### config.mk
export PLATFORM = sky130hd
export DESIGN_NAME = motor_pwm_decoder
export DESIGN_NICKNAME = d
export VERILOG_FILES = /design/src/rtl/motor_pkg.sv /design/src/rtl/pwm_chan_meas.sv /design/src/rtl/motor_pwm_decoder.sv
export SDC_FILE = /design/constraint.sdc
export NUM_CORES = 1
export LEC_CHECK = 0
export ABC_AREA = 0
export BUFFER_PORTS_ARGS = -buffer_cell sky130_fd_sc_hd__buf_4
export CORE_MARGIN = 2
export CORE_UTILIZATION = 46
export DETAILED_ROUTE_END_ITERATION = 7
export PLACE_DENSITY = 0.75
export SLEW_MARGIN = 0
export SYNTH_ARGS = -nofsm -noshare
export SYNTH_HDL_FRONTEND = slang
export SYNTH_SLANG_ARGS = --single-unit
### constraint.sdc
create_clock -name clk -period 2.55 [get_ports clk]
set_clock_uncertainty 0.2 [all_clocks]
set_input_delay 0.255 -clock clk [delete_from_list [all_inputs] [get_ports clk]]
set_output_delay 0.255 -clock clk [all_outputs]
set_load 0.005 [all_outputs]
### src/rtl/motor_pkg.sv
// motor_pkg: shared widths and the per-window decode classification for the motor PWM decoder.
package motor_pkg;
    localparam int PWM_W   = 10;
    localparam int CMD_W   = 11;
    localparam int MAG_MAX = 1023;
    typedef enum logic [1:0] {COAST, FWD, REV, BRK_ERR} dec_e;
    typedef enum logic [1:0] {PH_IDLE, PH_SKIP, PH_RUN} phase_e;
    function automatic dec_e decode(logic f_nz, logic r_nz);
        return (f_nz && r_nz) ? BRK_ERR : f_nz ? FWD : r_nz ? REV : COAST;
    endfunction
endpackage

### src/rtl/pwm_chan_meas.sv
// pwm_chan_meas: one motor channel; counts registered fwd/rev high cycles per window and decodes at win_end.
module pwm_chan_meas #(
    parameter int PWM_W = motor_pkg::PWM_W
) (
    input  logic                       clk,
    input  logic                       rst_n,
    input  logic                       fwd,
    input  logic                       rev,
    input  logic                       win_end,
    input  logic                       upd,
    output logic [motor_pkg::CMD_W-1:0] meas,
    output logic                       brk,
    output logic                       err
);
    import motor_pkg::*;
    logic fwd_q, rev_q, brake;
    logic [PWM_W:0] f_cnt, r_cnt;
    logic [CMD_W-1:0] f_mag, r_mag, meas_d;
    dec_e dec;
    // a full-window count (2^PWM_W) saturates to the largest encodable magnitude
    always_comb begin
        f_mag  = {{(CMD_W-PWM_W){1'b0}}, f_cnt[PWM_W] ? {PWM_W{1'b1}} : f_cnt[PWM_W-1:0]};
        r_mag  = {{(CMD_W-PWM_W){1'b0}}, r_cnt[PWM_W] ? {PWM_W{1'b1}} : r_cnt[PWM_W-1:0]};
        dec    = decode(|f_cnt, |r_cnt);
        brake  = f_cnt[PWM_W] & r_cnt[PWM_W];
        meas_d = (dec == FWD) ? f_mag : (dec == REV) ? -r_mag : '0;
    end
    // the wrap cycle's sample starts the new window, so clear and add in one step
    always_ff @(posedge clk or negedge rst_n) begin
        if (!rst_n) begin
            fwd_q <= 1'b0;
            rev_q <= 1'b0;
            f_cnt <= '0;
            r_cnt <= '0;
            meas  <= '0;
            brk   <= 1'b0;
            err   <= 1'b0;
        end else begin
            fwd_q <= fwd;
            rev_q <= rev;
            f_cnt <= (win_end ? '0 : f_cnt) + {{PWM_W{1'b0}}, fwd_q};
            r_cnt <= (win_end ? '0 : r_cnt) + {{PWM_W{1'b0}}, rev_q};
            if (upd) begin
                meas <= meas_d;
                brk  <= (dec == BRK_ERR) && brake;
                err  <= (dec == BRK_ERR) && !brake;
            end
        end
    end
endmodule

### src/rtl/motor_pwm_decoder.sv
// motor_pwm_decoder: recovers signed motor commands from motor_cntrl PWM lines over fixed 2^PWM_W-cycle windows.
module motor_pwm_decoder #(
    parameter int PWM_W = motor_pkg::PWM_W
) (
    input  logic                       clk,
    input  logic                       rst_n,
    input  logic                       fwd_lft,
    input  logic                       rev_lft,
    input  logic                       fwd_rht,
    input  logic                       rev_rht,
    output logic [motor_pkg::CMD_W-1:0] lft_meas,
    output logic [motor_pkg::CMD_W-1:0] rht_meas,
    output logic                       brk_lft,
    output logic                       brk_rht,
    output logic                       err_lft,
    output logic                       err_rht,
    output logic                       meas_vld
);
    import motor_pkg::*;
    logic [PWM_W-1:0] win_cnt;
    logic win_end, upd;
    phase_e ph, ph_nxt;
    // the first window holds a reset-value input sample, so its decode is skipped
    always_comb begin
        win_end = (win_cnt == '0);
        upd     = win_end && (ph == PH_RUN);
        ph_nxt  = (ph == PH_IDLE) ? PH_SKIP : (ph == PH_SKIP && win_end) ? PH_RUN : ph;
    end
    always_ff @(posedge clk or negedge rst_n) begin
        if (!rst_n) begin
            win_cnt  <= '0;
            ph       <= PH_IDLE;
            meas_vld <= 1'b0;
        end else begin
            win_cnt  <= win_cnt + 1'b1;
            ph       <= ph_nxt;
            meas_vld <= upd;
        end
    end
    pwm_chan_meas #(.PWM_W(PWM_W)) u_lft (
        .clk(clk), .rst_n(rst_n), .fwd(fwd_lft), .rev(rev_lft), .win_end(win_end), .upd(upd),
        .meas(lft_meas), .brk(brk_lft), .err(err_lft)
    );
    pwm_chan_meas #(.PWM_W(PWM_W)) u_rht (
        .clk(clk), .rst_n(rst_n), .fwd(fwd_rht), .rev(rev_rht), .win_end(win_end), .upd(upd),
        .meas(rht_meas), .brk(brk_rht), .err(err_rht)
    );
endmodule

Word-level counts from Yosys, hierarchy flattened
Cells that the tools add are included.
Widths: inputs -> output; s select.
{ "totals": {"latchBits": 0, "romBits": 0, "mem_count": 0, "ram_bits": 0, "reg_bits": 87, "in_bits": 6} }
{ "classes": {"reduce_logical": 17, "n_mux": 20, "n_mul": 0, "n_lt_le_gt_ge": 0, "n_div": 0, "eq_ne": 8, "n_shift": 0, "n_addsub": 7, "n_bitwise": 2} }
{ "op_table": {"columns": ["operator", "count"], "rows": [
  ["$mux 11", 8],
  ["$add 11x1->11", 4],
  ["$reduce_or 11->1", 4],
  ["$mux 10", 4],
  ["$neg 10->11", 2],
  ["$mux 2", 8],
  ["$add 10x1->10 const B", 1],
  ["$eq 2x2->1 const B", 5],
  ["$logic_not 10->1", 1],
  ["$logic_and 1x1->1", 8],
  ["$eq 2x1->1 const B", 3],
  ["$and 1x1->1", 2],
  ["$logic_not 1->1", 2],
  ["$logic_not 2->1", 1],
  ["$reduce_bool 2->1", 1]
]} }

Depth between registers and ports, before layout
{ "logic_depth": {"depth_word": 7, "mapped_depth": 12, "depth_no_buf": 11} }

By module
From an unflattened synthesis, not the netlist that was laid out.
{ "unflattened": {"cells_unflattened": 463, "area_unflattened_um2": 4618.2} }
{ "modules_own_cells": {"columns": ["mod", "cells_per_inst", "instances", "area_each_um2", "seq_area_each_um2"], "rows": [
  ["pwm_chan_meas", 210, 2, 2035.7, 925.9],
  ["motor_pwm_decoder", 43, 1, 546.8, 325.3]
]} }

Worst setup path before layout
OpenSTA, ideal clock, no wires.
{ "synth_timing": {"path_kind": "register to register", "from": "reg win_cnt[7]", "to": "reg u_rht.r_cnt[6]", "arrival_ns": 2.171, "stages_incl_launch_ff": 11, "path_slack_ns": 0.047, "path_buffers": 1, "required_ns": 2.218, "setup_time_ns": 0.132, "synth_period_minus_slack_ns": 2.503, "cell_sequence": "dfrtp_1 nor4_1 nand3_1 clkbuf_1 and2_1 ha_1 ha_1 and3_2 nand3_1 xor2_1 nor2_1"} }
{ "synth_via": {"elab_chain_len": 3} }
{ "synth_rtl": {"columns": ["element", "line_no", "text"], "rows": [
  ["from (decl)", "motor_pwm_decoder.sv:20", "logic [PWM_W-1:0] win_cnt;"],
  ["from (signal assigned)", "motor_pwm_decoder.sv:35", "win_cnt <= win_cnt + 1'b1;"],
  ["$logic_not 10->1", "motor_pwm_decoder.sv:25", "win_end = (win_cnt == '0);"],
  ["$mux 11", "pwm_chan_meas.sv:42", "r_cnt <= (win_end ? '0 : r_cnt) + {{PWM_W{1'b0}}, rev_q};"],
  ["$add 11x1->11", "pwm_chan_meas.sv:42", null],
  ["to (signal assigned)", "pwm_chan_meas.sv:42", null],
  ["to (decl)", "pwm_chan_meas.sv:17", "logic [PWM_W:0] f_cnt, r_cnt;"]
]} }
No other way between the ends.
A chain may end at the register's enable or synchronous reset.

Final worst setup path
{ "layout_timing": {"from": "reg win_cnt[7]", "to": "reg u_rht.f_cnt[6]"} }
{ "layout_via": {"elab_chain_len": 3} }
{ "layout_rtl": {"columns": ["element", "line_no", "text"], "rows": [
  ["$logic_not 10->1", "motor_pwm_decoder.sv:25", null],
  ["$mux 11", "pwm_chan_meas.sv:41", "f_cnt <= (win_end ? '0 : f_cnt) + {{PWM_W{1'b0}}, fwd_q};"],
  ["$add 11x1->11", "pwm_chan_meas.sv:41", null],
  ["to (signal assigned)", "pwm_chan_meas.sv:41", null],
  ["to (decl)", "pwm_chan_meas.sv:17", null]
]} }
No other way between the ends.

==> results.md <==
* Result of the run: finished clean
* Post-synthesis area per instance at about 10 µm²
* Detail Route met3 WL at about 370 µm
* Maximum number of pins on one net before global-route repair at 50
* Area of the die at 10200 µm²
* Max Used Layer: met4
* CTS Root Cell: sky130_fd_sc_hd__clkbuf_8
* Total count of max-transition violations in the final report at 0
* Commonest non-fill, non-tap cell in the layout: sky130_fd_sc_hd__dfrtp_1
* Post-synth top flop: sky130_fd_sc_hd__dfrtp_1
* IO Pins at 33
* Post-synth ARST share at 100%
* GRT Total Usage at between 10% and 20%
* Headroom to the max-slew limit at 54.7%
* Core footprint at between 9000 and 10000 µm²
* Yosys warning count at 0
* Antenna violations before repair at 0
* DR vias/cell at between 5 and 6
* Syn_nets at around 460
* Number of maximum-capacitance constraint violations at 0
* Routed length per instance at ~15 µm
* Part of the cycle the worst path needs at between 90% and 100%
* DRC violation count after routing at 0
* Final Non-Filler Cells at just over 600
* Dpl cells at 588
* Gate Count Post-Synth at approximately 440
* Req. time, crit path at between 2 and 3 ns
* Fmax achieved at between 0.4 and 0.5 GHz
* Worst path top cell family by delay: simple AND/OR/NAND/NOR gates
* Clock tree from TritonCTS: built
* Arrival time of data at the critical path endpoint at roughly 2.5 ns
* VDD IR max at just over 0.0003 V
* Sequential share of the synthesized area at about half
* Share of final-layout standard cells stronger than drive strength 1 at 16.8%
* Routed length on met1 at roughly 4000 µm
* Crit Reg-Reg Endpoint: u_rht.f_cnt[6]
* Area of the mapped netlist at approximately 4300 µm²
* Count of routing violations after the opening detailed-route iteration at around 140
* FF-to-FF path depth at 10
* Maximum buffer depth of the clock tree at 2
* Length of routed met2 wiring at around 4400 µm
* Cell type of the slowest stage on the worst timing path: sky130_fd_sc_hd__dfrtp_1
* Remaining Overflow, GRT at 0
* Post-CTS clock slew at the launch and capture registers of the worst setup and hold paths at roughly 0.09 ns
* Beginning of the worst register-to-register path: win_cnt[7]
* Type of element capturing the critical path: flip-flop
* Total number of clock tree sinks at between 80 and 90
* Transition time of the tightest slew-check pin at ~0.67 ns
* Final WL at around 9000 µm
* Number of buffer and inverter instances along the worst setup path at 1
* Final antenna diode count at 0
* Wire length of the first global-routing pass at 15400 µm
* Overall via count from detail_route at 3344
* Number of enable-type register cells in the synthesized netlist at 0
* Later-pin clock latency in the skew report at ~0.35 ns
* Top library cells by usage in the layout, fill and taps aside: 87 x sky130_fd_sc_hd__dfrtp_1, 67 x sky130_fd_sc_hd__nor2_1, 53 x sky130_fd_sc_hd__buf_4
* Total power at between 0.003 and 0.004 W
* Cell row count at 35
* Share of the core filled with cells in the final layout at between 50% and 60%
* Category of the critical setup timing path: reg -> reg
* Number of register bits inferred by synthesis at 87
* Ordered cell list for the critical path: nor4_2 -> nand3_1 -> buf_6 -> and2_1 -> ha_1 -> ha_1 -> and3_4 -> nand3_1 -> xor2_1 -> nor2_1
* H-tree depth at 3
* Worst Path Max Fanout at 11
* Via count of the first global-routing pass at 3292
* Critical path startpoint category: flip-flop
* Power density normalized to cell area at ~770 nW/µm²
* Detailed-placement wirelength estimate at 6520 µm
* Count of port buffers added during placement at 32
* Final hold violations at 0
* Initial Utilization at 47.0%
* Post-route ant nets at 0
* Clock buffer count from CTS at 9
* Worst path max stage delay at ~0.40 ns
* Area growth, synth to finish at 18.9%
* Die height at 101 µm
* Minimum clock period after layout at approximately 2.4 ns
* FF-to-FF setup slack at about 0.11 ns
* RePlAce Congestion at ~0.94
* Detailed-router iteration count before antenna repair at 5
* Count of unique library cells instantiated by Yosys at 43
* Summed area of non-filler cells in the final layout at approximately 5100 µm²
* Static leakage at approximately 2.4 nW
* Number of nets in the layout at approximately 520
* Area after detailed placement at 4790 µm²
* Floorplan die width at 101 µm
* Kind of path behind the tightest hold check: in -> async
* Finish-stage setup viols at 0
## final cells by class
type / count / area [µm²]
inverters: 7 / 26.3
clock buffers: 12 / 155
flip-flops and latches: 87 / 2180
well taps: 111 / 139
clock inverters: 4 / 76.3
fillers: 802 / 4060
multi-input cells: 329 / 2060
repair buffers: 61 / 499
## how the worst max path moves through the flow
stage / startpoint / to / slack (ns) / cells past startpoint
floorplan: win_cnt[7] / u_rht.r_cnt[6] / 0.05 / 10
global placement: win_cnt[0] / u_rht.f_cnt[6] / 0.07 / 12
detailed placement: win_cnt[7] / u_rht.r_cnt[6] / -0.03 / 10
CTS: win_cnt[0] / u_lft.f_cnt[6] / 0.02 / 12
global route: win_cnt[0] / u_lft.f_cnt[8] / -0.02 / 12
finish: win_cnt[7] / u_rht.f_cnt[6] / 0.11 / 10
## per-stage QoR
stage	hold WS (ns)	TNS, ns	setup WS, ns
6_report	0.245	0	0.106
4_1_cts	0.250	0	0.0198
2_1_floorplan	-0.241	0	0.0475
3_3_place_gp	0.110	0	0.0658
3_5_place_dp	0.115	-0.0676	-0.0255
5_1_grt	0.265	-0.0325	-0.0236
## per-layer routing
metal	track usage, %	vias up
met5	0	-
met4	8.11	0
met3	3.33	17
met2	30.9	81
met1	25.4	1621
li1	-	1625
## synth_stat cells (all sizes together), types with 3 or more instances
cell    instances  area [µm²]
o31ai           3        22.5
and3           18         114
a31oi          11        68.8
inv             7        26.3
and2            9        56.3
clkbuf          9        33.8
buf            11        63.8
nor2           67         251
ha             15         188
or4             4        33.8
o211ai          6        50.1
nor4            9        56.3
o21ai          20         100
dfrtp          87        2180
nor3            7        40.0
xor2           32         280
nand2          45         169
nand3          34         170
xnor2          24         210
## cell families (layout without fill, tap and decap cells)
group / Yosys count / after routing / share of synthesized area (%)
compound gates: 54 / 54 / 8.22
xor+xnor: 56 / 56 / 11.4
fa+ha+maj: 15 / 15 / 4.34
buf+inv: 27 / 84 / 2.87
flops: 87 / 87 / 50.4
simple gates: 204 / 204 / 22.8
## power by group
group / switching (W) / internal (W) / leakage, nW / total (W)
Clock: 0.000486 / 0.000610 / 0.113 / 0.00110
Combinational: 0.000513 / 0.000430 / 1.14 / 0.000943
Sequential: 0.000336 / 0.00159 / 1.14 / 0.00193
## state kept, by name, summed over array words and instances, names as in the netlist
register / count
u_rht.f_cnt: 11
u_lft.fwd_q: 1
u_rht.fwd_q: 1
u_rht.meas: 11
u_rht.rev_q: 1
u_rht.err: 1
u_rht.brk: 1
meas_vld: 1
u_lft.r_cnt: 11
win_cnt: 10
ph: 2
u_lft.meas: 11
u_lft.rev_q: 1
u_rht.r_cnt: 11
u_lft.err: 1
u_lft.brk: 1
u_lft.f_cnt: 11
## what timing repair did
| action | 4_1_cts | 5_1_grt |
|---|---|---|
| gates cloned | 0 | 0 |
| hold buffers | 5 | 0 |
| resized for setup | 2 | 12 |
| setup buffers | 0 | 2 |
| hold endpoints to repair | 51 | 0 |
| setup endpoints to repair | 9 | 12 |
Note: power is estimated with default switching activity, not from simulation.
